<file path="src/rtl/vga_timing_pkg.sv">
// rtl/vga_timing_pkg.sv - shared VGA timing constants, coordinate width and sync bundle type
package vga_timing_pkg;

  // Coordinate width shared with the overlay/frame drawing stages
  localparam int COORD_W   = 10;
  localparam int MAX_TOTAL = 1 << COORD_W;

  // 640x480@60 defaults with a 100 MHz system clock
  localparam int DEF_CLK_DIV   = 4;
  localparam int DEF_H_ACTIVE  = 640;
  localparam int DEF_H_FP      = 16;
  localparam int DEF_H_SYNC    = 96;
  localparam int DEF_H_BP      = 48;
  localparam int DEF_V_ACTIVE  = 480;
  localparam int DEF_V_FP      = 10;
  localparam int DEF_V_SYNC    = 2;
  localparam int DEF_V_BP      = 33;
  localparam int DEF_OUT_DELAY = 2;
  localparam logic DEF_SYNC_POL = 1'b0;

  // Sum of the four segments of a line or a frame
  function automatic int timing_total(input int active, input int fp, input int sync, input int bp);
    return active + fp + sync + bp;
  endfunction

  localparam int H_TOTAL = timing_total(DEF_H_ACTIVE, DEF_H_FP, DEF_H_SYNC, DEF_H_BP);
  localparam int V_TOTAL = timing_total(DEF_V_ACTIVE, DEF_V_FP, DEF_V_SYNC, DEF_V_BP);

  // Signals that travel through the output alignment delay together
  typedef struct packed {
    logic hsync;
    logic vsync;
    logic video_on;
  } sync_bus_t;

endpackage

</file>
<file path="src/rtl/sig_delay.sv">
// rtl/sig_delay.sv - clk-rate shift register with synchronous flush; DEPTH=0 is a wire
module sig_delay #(
  parameter int               WIDTH   = 1,
  parameter int               DEPTH   = 1,
  parameter logic [WIDTH-1:0] RST_VAL = '0
) (
  input  logic             clk,
  input  logic             rst,
  input  logic [WIDTH-1:0] din,
  output logic [WIDTH-1:0] dout
);

  if (DEPTH == 0) begin : g_pass
    logic unused_clk_rst;
    assign unused_clk_rst = clk ^ rst;
    assign dout = din;
  end else begin : g_shift
    logic [WIDTH-1:0] stage_q [DEPTH];
    logic [WIDTH-1:0] stage_d [DEPTH];

    // Each stage takes the previous one; stage 0 takes the input
    always_comb begin
      stage_d[0] = din;
      for (int i = 1; i < DEPTH; i++) begin
        stage_d[i] = stage_q[i-1];
      end
    end

    // Advance every clk; reset flushes every stage to the idle value
    always_ff @(posedge clk) begin
      for (int i = 0; i < DEPTH; i++) begin
        if (rst) stage_q[i] <= RST_VAL;
        else     stage_q[i] <= stage_d[i];
      end
    end

    assign dout = stage_q[DEPTH-1];
  end

endmodule

</file>
<file path="src/rtl/vga_sync_gen.sv">
// rtl/vga_sync_gen.sv - pixel tick divider, H/V counters and delayed sync/video decode
module vga_sync_gen
  import vga_timing_pkg::*;
#(
  parameter int   CLK_DIV   = DEF_CLK_DIV,
  parameter int   H_ACTIVE  = DEF_H_ACTIVE,
  parameter int   H_FP      = DEF_H_FP,
  parameter int   H_SYNC    = DEF_H_SYNC,
  parameter int   H_BP      = DEF_H_BP,
  parameter int   V_ACTIVE  = DEF_V_ACTIVE,
  parameter int   V_FP      = DEF_V_FP,
  parameter int   V_SYNC    = DEF_V_SYNC,
  parameter int   V_BP      = DEF_V_BP,
  parameter logic SYNC_POL  = DEF_SYNC_POL,
  parameter int   OUT_DELAY = DEF_OUT_DELAY
) (
  input  logic               clk,
  input  logic               rst,
  output logic               pix_en,
  output logic [COORD_W-1:0] counter_x,
  output logic [COORD_W-1:0] counter_y,
  output logic               hsync,
  output logic               vsync,
  output logic               video_on,
  output logic               line_start,
  output logic               frame_start
);

  localparam int HT    = timing_total(H_ACTIVE, H_FP, H_SYNC, H_BP);
  localparam int VT    = timing_total(V_ACTIVE, V_FP, V_SYNC, V_BP);
  localparam int DIV_W = (CLK_DIV > 1) ? $clog2(CLK_DIV) : 1;

  localparam logic [DIV_W-1:0]   DIV_LAST = DIV_W'(CLK_DIV - 1);
  localparam logic [COORD_W-1:0] H_LAST   = COORD_W'(HT - 1);
  localparam logic [COORD_W-1:0] V_LAST   = COORD_W'(VT - 1);
  localparam logic [COORD_W-1:0] HS_FIRST = COORD_W'(H_ACTIVE + H_FP);
  localparam logic [COORD_W-1:0] HS_LAST  = COORD_W'(H_ACTIVE + H_FP + H_SYNC - 1);
  localparam logic [COORD_W-1:0] VS_FIRST = COORD_W'(V_ACTIVE + V_FP);
  localparam logic [COORD_W-1:0] VS_LAST  = COORD_W'(V_ACTIVE + V_FP + V_SYNC - 1);
  localparam logic [COORD_W-1:0] H_VIS    = COORD_W'(H_ACTIVE);
  localparam logic [COORD_W-1:0] V_VIS    = COORD_W'(V_ACTIVE);

  localparam sync_bus_t SYNC_IDLE = '{hsync: ~SYNC_POL, vsync: ~SYNC_POL, video_on: 1'b0};

  if (HT > MAX_TOTAL || VT > MAX_TOTAL) begin : g_total_check
    $error("vga_sync_gen: line or frame total exceeds 1024");
  end
  if (CLK_DIV < 1) begin : g_div_check
    $error("vga_sync_gen: CLK_DIV must be at least 1");
  end

  logic [DIV_W-1:0]   div_q, div_d;
  logic               pix_en_q, pix_en_d;
  logic               run_q, run_d;
  logic [COORD_W-1:0] x_q, x_d;
  logic [COORD_W-1:0] y_q, y_d;
  sync_bus_t          raw;
  sync_bus_t          aligned;

  // Divider wraps at CLK_DIV-1; the tick is registered so it is low throughout reset
  always_comb begin
    div_d    = (div_q == DIV_LAST) ? '0 : div_q + 1'b1;
    pix_en_d = (div_q == DIV_LAST);
    run_d    = run_q | pix_en_q;
  end

  // Column/line counters advance on the clk after a pixel tick and wrap at the totals
  always_comb begin
    x_d = x_q;
    y_d = y_q;
    if (pix_en_q) begin
      if (x_q == H_LAST) begin
        x_d = '0;
        y_d = (y_q == V_LAST) ? '0 : y_q + 1'b1;
      end else begin
        x_d = x_q + 1'b1;
      end
    end
  end

  // State registers with synchronous reset
  always_ff @(posedge clk) begin
    if (rst) begin
      div_q    <= '0;
      pix_en_q <= 1'b0;
      run_q    <= 1'b0;
      x_q      <= '0;
      y_q      <= '0;
    end else begin
      div_q    <= div_d;
      pix_en_q <= pix_en_d;
      run_q    <= run_d;
      x_q      <= x_d;
      y_q      <= y_d;
    end
  end

  // Raw decode; video stays off until the first pixel tick so (0,0) in reset is not visible
  always_comb begin
    raw.hsync    = (x_q >= HS_FIRST && x_q <= HS_LAST) ? SYNC_POL : ~SYNC_POL;
    raw.vsync    = (y_q >= VS_FIRST && y_q <= VS_LAST) ? SYNC_POL : ~SYNC_POL;
    raw.video_on = (run_q | pix_en_q) && (x_q < H_VIS) && (y_q < V_VIS);
  end

  sig_delay #(
    .WIDTH   ($bits(sync_bus_t)),
    .DEPTH   (OUT_DELAY),
    .RST_VAL (SYNC_IDLE)
  ) u_align (
    .clk  (clk),
    .rst  (rst),
    .din  (raw),
    .dout (aligned)
  );

  assign pix_en      = pix_en_q;
  assign counter_x   = x_q;
  assign counter_y   = y_q;
  assign hsync       = aligned.hsync;
  assign vsync       = aligned.vsync;
  assign video_on    = aligned.video_on;
  assign line_start  = pix_en_q && (x_q == '0);
  assign frame_start = pix_en_q && (x_q == '0) && (y_q == '0);

endmodule
</file>
<file path="config.mk">
export PLATFORM = sky130hd
export DESIGN_NAME = vga_sync_gen
export DESIGN_NICKNAME = d
export VERILOG_FILES = /design/src/rtl/vga_timing_pkg.sv /design/src/rtl/sig_delay.sv /design/src/rtl/vga_sync_gen.sv
export SDC_FILE = /design/constraint.sdc
export NUM_CORES = 1
export LEC_CHECK = 0
export ABC_AREA = 1
export CAP_MARGIN = 20
export CORE_MARGIN = 3
export CORE_UTILIZATION = 43
export CTS_CLUSTER_SIZE = 10
export DETAILED_ROUTE_END_ITERATION = 12
export DONT_BUFFER_PORTS = 1
export HOLD_SLACK_MARGIN = 0.03
export SYNTH_ARGS = -nofsm -noshare
export SYNTH_HDL_FRONTEND = slang
export SYNTH_SLANG_ARGS = --single-unit
</file>
<file path="constraint.sdc">
create_clock -name clk -period 3.95 [get_ports clk]
set_clock_uncertainty 0.1 [all_clocks]
set_input_delay 0.79 -clock clk [delete_from_list [all_inputs] [get_ports clk]]
set_output_delay 0.79 -clock clk [all_outputs]
set_load 0.01 [all_outputs]
</file>
==> metrics.csv, run 1 <==
stage,metric,value,unit
status,status,"complete, no violations",
cts,clock-pin slew on the worst setup and hold paths,0.10,ns
finish,layout cell share with drive strength beyond 1,9.78,%
grt,antenna violations before repair,0,
yosys,adder-cell share of the synthesized area,4.94,%
routing,Routed WL,3380,microns
pwr,Pleak,0.701,nW
grt,pin count of the biggest net entering global routing,14,
yosys,"Top FF cell, synth",dfxtp_1,
cts,Resize count post-CTS,0,
finish,"Area growth, synth to finish",7.24,%
yosys,Synth Area in Compound Gates,4.53,%
pwr,Clk pwr share,42.5,%
timing,# setup viols final,0,
yosys,Post-Synth XOR/XNOR Area,1.15,%
critical_path,Reg2Reg Setup Slack,2.11,ns
timing,fmax,380,MHz
cts,clk buf depth,2,
timing,post-route setup TNS,0,ns
yosys,simple-gate share of the synthesized area,40.7,%
critical_path,CP top delay family,flip-flops,
die,Site Rows,20,
grt,first-pass GRT wire length,5750,microns
yosys,synth cell count leaders,"nand2_1, nor2_1, dfxtp_1",
timing,crit path time final,2.63,ns
placed_design,DP HPWL,2500,microns
placed_design,RePlAce Congestion,0.855,
die,Die Ht,65.5,microns
yosys,Yosys warning count,0,
critical_path,CP Cell Sequence,nand4_1 > nand2b_1 > nor3_1,
timing,RSZ-0062 raised after global routing,no,
routing,via count,1337,
die,die area,4290,sq um
finish,final instance area,1630,sq um
critical_path,Critical Path Start Type,flip-flop,
pwr,sequential fraction of design power,54.6,%
yosys,Yosys top cell area share,39.5,%
cts,H-tree Lvls,2,
timing,Slew @ Worst Pin,0.594,ns
die,Initial Utilization,47.5,%
pwr,worst vdd ir,0.176,mV
critical_path,nature of the critical path endpoint,output port,
routing,TritonRoute pass-1 iters,4,
yosys,largest family of logic cells by synthesized area,simple AND/OR/NAND/NOR gates,
placed_design,Area after DPL,1550,sq um
yosys,async set-reset flop share out of synthesis,0,%
critical_path,WS Path Type,reg2out,
die,Top Ports,28,
critical_path,Worst path slowest cell,dfxtp_1,
cts,clock sink total,30,
min_path,Min-Delay Path Class,reg2reg,
pwr,Design Power,0.570,mW
finish,footprint of the multi-input gates,781,sq um
yosys,"FF+latch count, synth",30,
yosys,Post-Syn Nets,228,
grt,total congestion overflow,0,
yosys,most common cell in the netlist,nand2_1,
cts,CTS tree,yes,
run,max-cap violations,0,
pwr,switching pwr,0.126,mW
yosys,post-synthesis mux area share,0,%
routing,vias per cell,4.97,
grt,number of global-route vias before repair,1261,
finish,"Core Util, Final",50.9,%
yosys,Area contributors post-synth,"dfxtp_1, nand2_1, nor2_1",
cts,CTS root buf,clkbuf_4,
routing,DRC Markers,0,
routing,ANT nets after route,0,
finish,nets,232,
pwr,internal power,0.444,mW
critical_path,CP arrival,1.74,ns
timing,worst hold slack,0.311,ns
yosys,Gate Count Post-Synth,220,
cts,CTS Buf Count,5,
die,die width,65.5,microns
timing,Final Slew Violations,0,
timing,final worst path period share,66.6,%
yosys,"Avg Cell Area, Syn",6.91,sq um
placed_design,IO buf count,0,
yosys,number of synthesized flops with an enable pin,0,
critical_path,WP data required,3.06,ns
pwr,Comb power frac,2.9,%
grt,gr usage total,17.5,%
timing,Max-slew headroom,60.3,%
finish,Reg area,601,sq um
cts,worst skew pair latency,0.34,ns
pwr,total power divided by cell area,349,nW/um^2
critical_path,"Buf+Inv Stages, Crit Path",0,
critical_path,Worst Path Max Fanout,13,
routing,Initial DRC Count,85,
cts,# Post-CTS Setup Buffers,0,
timing,Final Hold Fails,0,
yosys,sequential share of the synthesized area,39.5,%
finish,# diodes,0,
yosys,Cell variety after synth,25,
pwr,Sw Share,22.1,%
cts,CTS hold repair buffers,0,
routing,drt wl/cell,12.5,microns
die,core area,3200,sq um
critical_path,max incr delay on CP,0.71,ns
yosys,Yosys top cell by area,dfxtp_1,
finish,fillcell total,350,
yosys,cell area after synthesis,1520,sq um
## per-layer routing
layer | wire length [microns] | part of all wire [%] | vias up | global-route usage, %
li1 | - | - | 700 | -
met1 | 1580 | 47 | 586 | 22.2
met2 | 1430 | 42 | 44 | 26.2
met3 | 310 | 9.2 | 7 | 7.35
met4 | 51 | 1.5 | 0 | 6.74
met5 | 0 | 0 | - | 0
## tightest hold or removal path, cell delays in order (launching register included)
cell	delay [ns]
dfxtp_1	0.31
inv_1	0.04
nor2_1	0.03
## area by class of cell
| type | instances | area share [%] |
|---|---|---|
| multi-input cells | 156 | 47.9 |
| flip-flops and latches | 30 | 36.8 |
| inverters | 31 | 7.14 |
| well taps | 44 | 3.38 |
| clock inverters | 3 | 2.46 |
| clock buffers | 5 | 2.30 |
## power by group through the flow
stage          clock (mW)  sequential (mW)  combinational, mW
2_1_floorplan           0            0.316             0.0158
3_3_place_gp            0            0.318             0.0163
3_5_place_dp            0            0.318             0.0169
4_1_cts             0.249            0.311             0.0169
5_1_grt             0.262            0.312             0.0196
6_report            0.242            0.311             0.0166
## logic make-up (layout without fill, tap and decap cells)
group / Yosys count / after routing
buf+inv: 34 / 39
xor+xnor: 2 / 2
simple gates: 135 / 135
fa+ha+maj: 6 / 6
flops: 30 / 30
compound gates: 13 / 13
## final timing paths
| check | to | from | cells past startpoint |
|---|---|---|---|
| max | frame_start | pix_en$_SDFF_PP0_ | 3 |
| min | u_align.g_shift.stage_q[1][0]$_SDFF_PP0_ | u_align.g_shift.stage_q[0][0]$_SDFF_PP0_ | 2 |
| max reg2reg | counter_y[4]$_SDFFE_PP0P_ | counter_x[1]$_SDFFE_PP0P_ | 8 |
| min reg2reg | u_align.g_shift.stage_q[1][0]$_SDFF_PP0_ | u_align.g_shift.stage_q[0][0]$_SDFF_PP0_ | 2 |
## through the flow
stage / cells / setup slack (ns)
after global routing: 269 / 1.20
after floorplan: 220 / 1.95
final: 269 / 1.32
after global placement: 261 / 1.72
after CTS: 269 / 1.30
after detailed placement: 261 / 1.69
## layout by cell type, fill, tap and decap left out, types with 2 or more instances in the layout
cell type  instances
nand2_4            2
or2_2              2
o21ai_0            3
inv_1             29
nand2_1           44
nor3_1            11
nand3_1           19
a21oi_1            9
nand3_2            2
xor2_1             2
inv_2              2
dfxtp_1           30
nor2_2             3
clkinv_2           2
nand4_1            5
ha_1               6
nor2_1            42
clkbuf_4           5
## registers in the layout (all words and copies together), names as in the netlist
signal / cells
pix_en: 1
run_q: 1
div_q: 2
counter_x: 10
counter_y: 10
u_align.g_shift.stage_q: 6
Note: power is estimated with default switching activity, not from simulation.
==> run 2: changes to the inputs <==
Clock period 3.95 ns to 2.6 ns, I/O delays scaled along.
==> metrics.csv, run 2 (synthesis results as in run 1) <==
stage,metric,value,unit,change
die,Site Rows,20,,unchanged
grt,antenna violations before repair,0,,unchanged
cts,clock-pin slew on the worst setup and hold paths,0.10,ns,about the same
finish,most frequent cells in the layout,"nand2_1, nor2_1, dfxtp_1, inv_1, nand3_1",,
die,Die Ht,65.5,microns,unchanged
timing,Final Hold Fails,0,,unchanged
pwr,switching pwr,0.186,mW,+48%
die,die area,4290,sq um,unchanged
critical_path,CP arrival,1.60,ns,-0.14 ns
timing,Max-slew headroom,70.6,%,+10 points
grt,gr busiest metal,met2,,
placed_design,DP HPWL,2550,microns,+2.2%
critical_path,worst r2r path cells,8,,unchanged
critical_path,WS Path Type,reg2out,,
finish,fin cells,270,,+0.37%
critical_path,Critical path origin,counter_x[0]$_SDFFE_PP0P_,,
pwr,internal power,0.675,mW,+52%
cts,Resize count post-CTS,0,,unchanged
pwr,worst vdd ir,0.297,mV,+69%
routing,drt wl/cell,12.3,microns,-1.8%
timing,post-route setup TNS,0,ns,unchanged
routing,vias per cell,5.00,,+0.52%
critical_path,RR Endpoint,counter_y[6]$_SDFFE_PP0P_,,
finish,layout cell share with drive strength beyond 1,10.2,%,+0.40 points
critical_path,worst setup path endpoint,frame_start,,
routing,TritonRoute pass-1 iters,5,,+1
cts,H-tree Lvls,2,,unchanged
timing,RSZ-0062 raised after global routing,no,,
pwr,Clk pwr share,42.2,%,-0.3 points
timing,Final Slew Violations,0,,unchanged
pwr,Design Power,0.861,mW,+51%
routing,via count,1349,,+0.90%
grt,gr usage total,17.4,%,-0.053 points
die,die width,65.5,microns,unchanged
grt,grt met2 use,24.7,%,-1.5 points
timing,# setup viols final,0,,unchanged
grt,met3 usage,6.32,%,-1.0 points
routing,Initial DRC Count,57,,-33%
timing,final worst path period share,85.5,%,
placed_design,RePlAce Congestion,0.778,,-9.0%
finish,nets,233,,+0.43%
timing,final worst slack,0.376,ns,-0.945 ns
timing,fmax,450,MHz,
timing,worst hold slack,0.151,ns,-0.160 ns
critical_path,most frequent CP cell,nor3_1,,
grt,first-pass GRT wire length,5740,microns,-0.24%
pwr,sequential fraction of design power,54.5,%,about the same
timing,crit path time final,2.22,ns,
critical_path,WP data required,1.98,ns,-1.08 ns
routing,DRC Markers,0,,unchanged
grt,met1 GRT Util,24.0,%,+1.8 points
critical_path,Reg2Reg Setup Slack,0.80,ns,-1.31 ns
die,core area,3200,sq um,unchanged
cts,CTS root buf,clkbuf_4,,
placed_design,IO buf count,0,,unchanged
cts,CTS tree,yes,,
pwr,Comb power frac,3.3,%,+0.4 points
cts,clk buf depth,2,,unchanged
finish,"Area growth, synth to finish",7.74,%,
grt,number of global-route vias before repair,1207,,-4.3%
pwr,Sw Share,21.6,%,-0.43 points
cts,clock sink total,30,,unchanged
routing,Routed WL,3330,microns,-1.5%
grt,total congestion overflow,0,,unchanged
finish,# diodes,0,,unchanged
critical_path,RR Startpoint,counter_x[1]$_SDFFE_PP0P_,,
critical_path,Critical Path Start Type,flip-flop,,
critical_path,"Buf+Inv Stages, Crit Path",1,,+1
run,max-cap violations,0,,unchanged
grt,pin count of the biggest net entering global routing,14,,unchanged
min_path,Worst Hold Launch,rst,,
min_path,Min-Delay Path Class,in2reg,,
die,Top Ports,28,,unchanged
die,Initial Utilization,47.5,%,unchanged
pwr,total power divided by cell area,526,nW/um^2,+51%
cts,worst skew pair latency,0.32,ns,-0.02 ns
routing,ANT nets after route,0,,unchanged
cts,CTS Buf Count,5,,unchanged
critical_path,CP top delay family,simple AND/OR/NAND/NOR gates,,
status,status,"complete, no violations",,
timing,Slew @ Worst Pin,0.438,ns,-0.156 ns
critical_path,CP Cell Sequence,inv_1 > ha_1 > nand2_1 > nor3_1 > nand2b_1 > nor3_1,,
critical_path,Crit path depth,6,,+3
placed_design,Area after DPL,1560,sq um,+0.48%
finish,"Core Util, Final",51.1,%,+0.23 points
pwr,Pleak,0.706,nW,+0.77%
cts,CTS hold repair buffers,0,,unchanged
cts,# Post-CTS Setup Buffers,0,,unchanged
placed_design,Post-Place Cells,262,,+0.38%
placed_design,Post-Place Setup Slack,0.706,ns,-0.983 ns
critical_path,nature of the critical path endpoint,output port,,
finish,final instance area,1640,sq um,+0.46%
critical_path,max incr delay on CP,0.38,ns,-0.33 ns
critical_path,Worst Path Max Fanout,5,,-8
finish,"commonest non-fill, non-tap cell in the layout",nand2_1,,
critical_path,Worst path slowest cell,dfxtp_1,,
==> run 2: worst reg2reg max path, cell delays in order (launching register included) <==
cell	delay [ns]
dfxtp_1	0.48
ha_1	0.27
nand2_2	0.08
nor2_2	0.15
nand3_2	0.14
nor2_4	0.26
nand3_1	0.11
nand2_1	0.08
nor2_1	0.04
==> run 2: layout make-up <==
cell class,instances,area (sq um)
fillers,343,1570
multi-input cells,156,781
flip-flops and latches,30,601
inverters,31,116
well taps,44,55.1
clock inverters,3,40.0
clock buffers,5,37.5
repair buffers,1,7.51
==> run 2: how the worst min path moves through the flow <==
stage	end	slack, ns	depth (start not counted)
finish	counter_x[1]$_SDFFE_PP0P_	0.15	1
global route	div_q[1]$_SDFF_PP0_	0.12	1
CTS	counter_x[7]$_SDFFE_PP0P_	0.13	1
detailed placement	u_align.g_shift.stage_q[1][0]$_SDFF_PP0_	0.30	2
global placement	u_align.g_shift.stage_q[1][1]$_SDFF_PP1_	0.30	1
floorplan	u_align.g_shift.stage_q[1][0]$_SDFF_PP0_	0.29	2
==> run 2: metal layers <==
metal / share of wire [%] / vias to the layer above
met5: 0 / -
met4: 1.6 / 0
met3: 8.2 / 7
met2: 44 / 43
met1: 47 / 589
li1: - / 710
==> run 2: power groups by stage <==
stage / clock, mW / combinational [mW] / sequential [mW]
floorplan: 0 / 0.0240 / 0.480
CTS: 0.378 / 0.0286 / 0.470
finish: 0.363 / 0.0283 / 0.470
detailed placement: 0 / 0.0285 / 0.481
global route: 0.410 / 0.0322 / 0.471
global placement: 0 / 0.0277 / 0.480
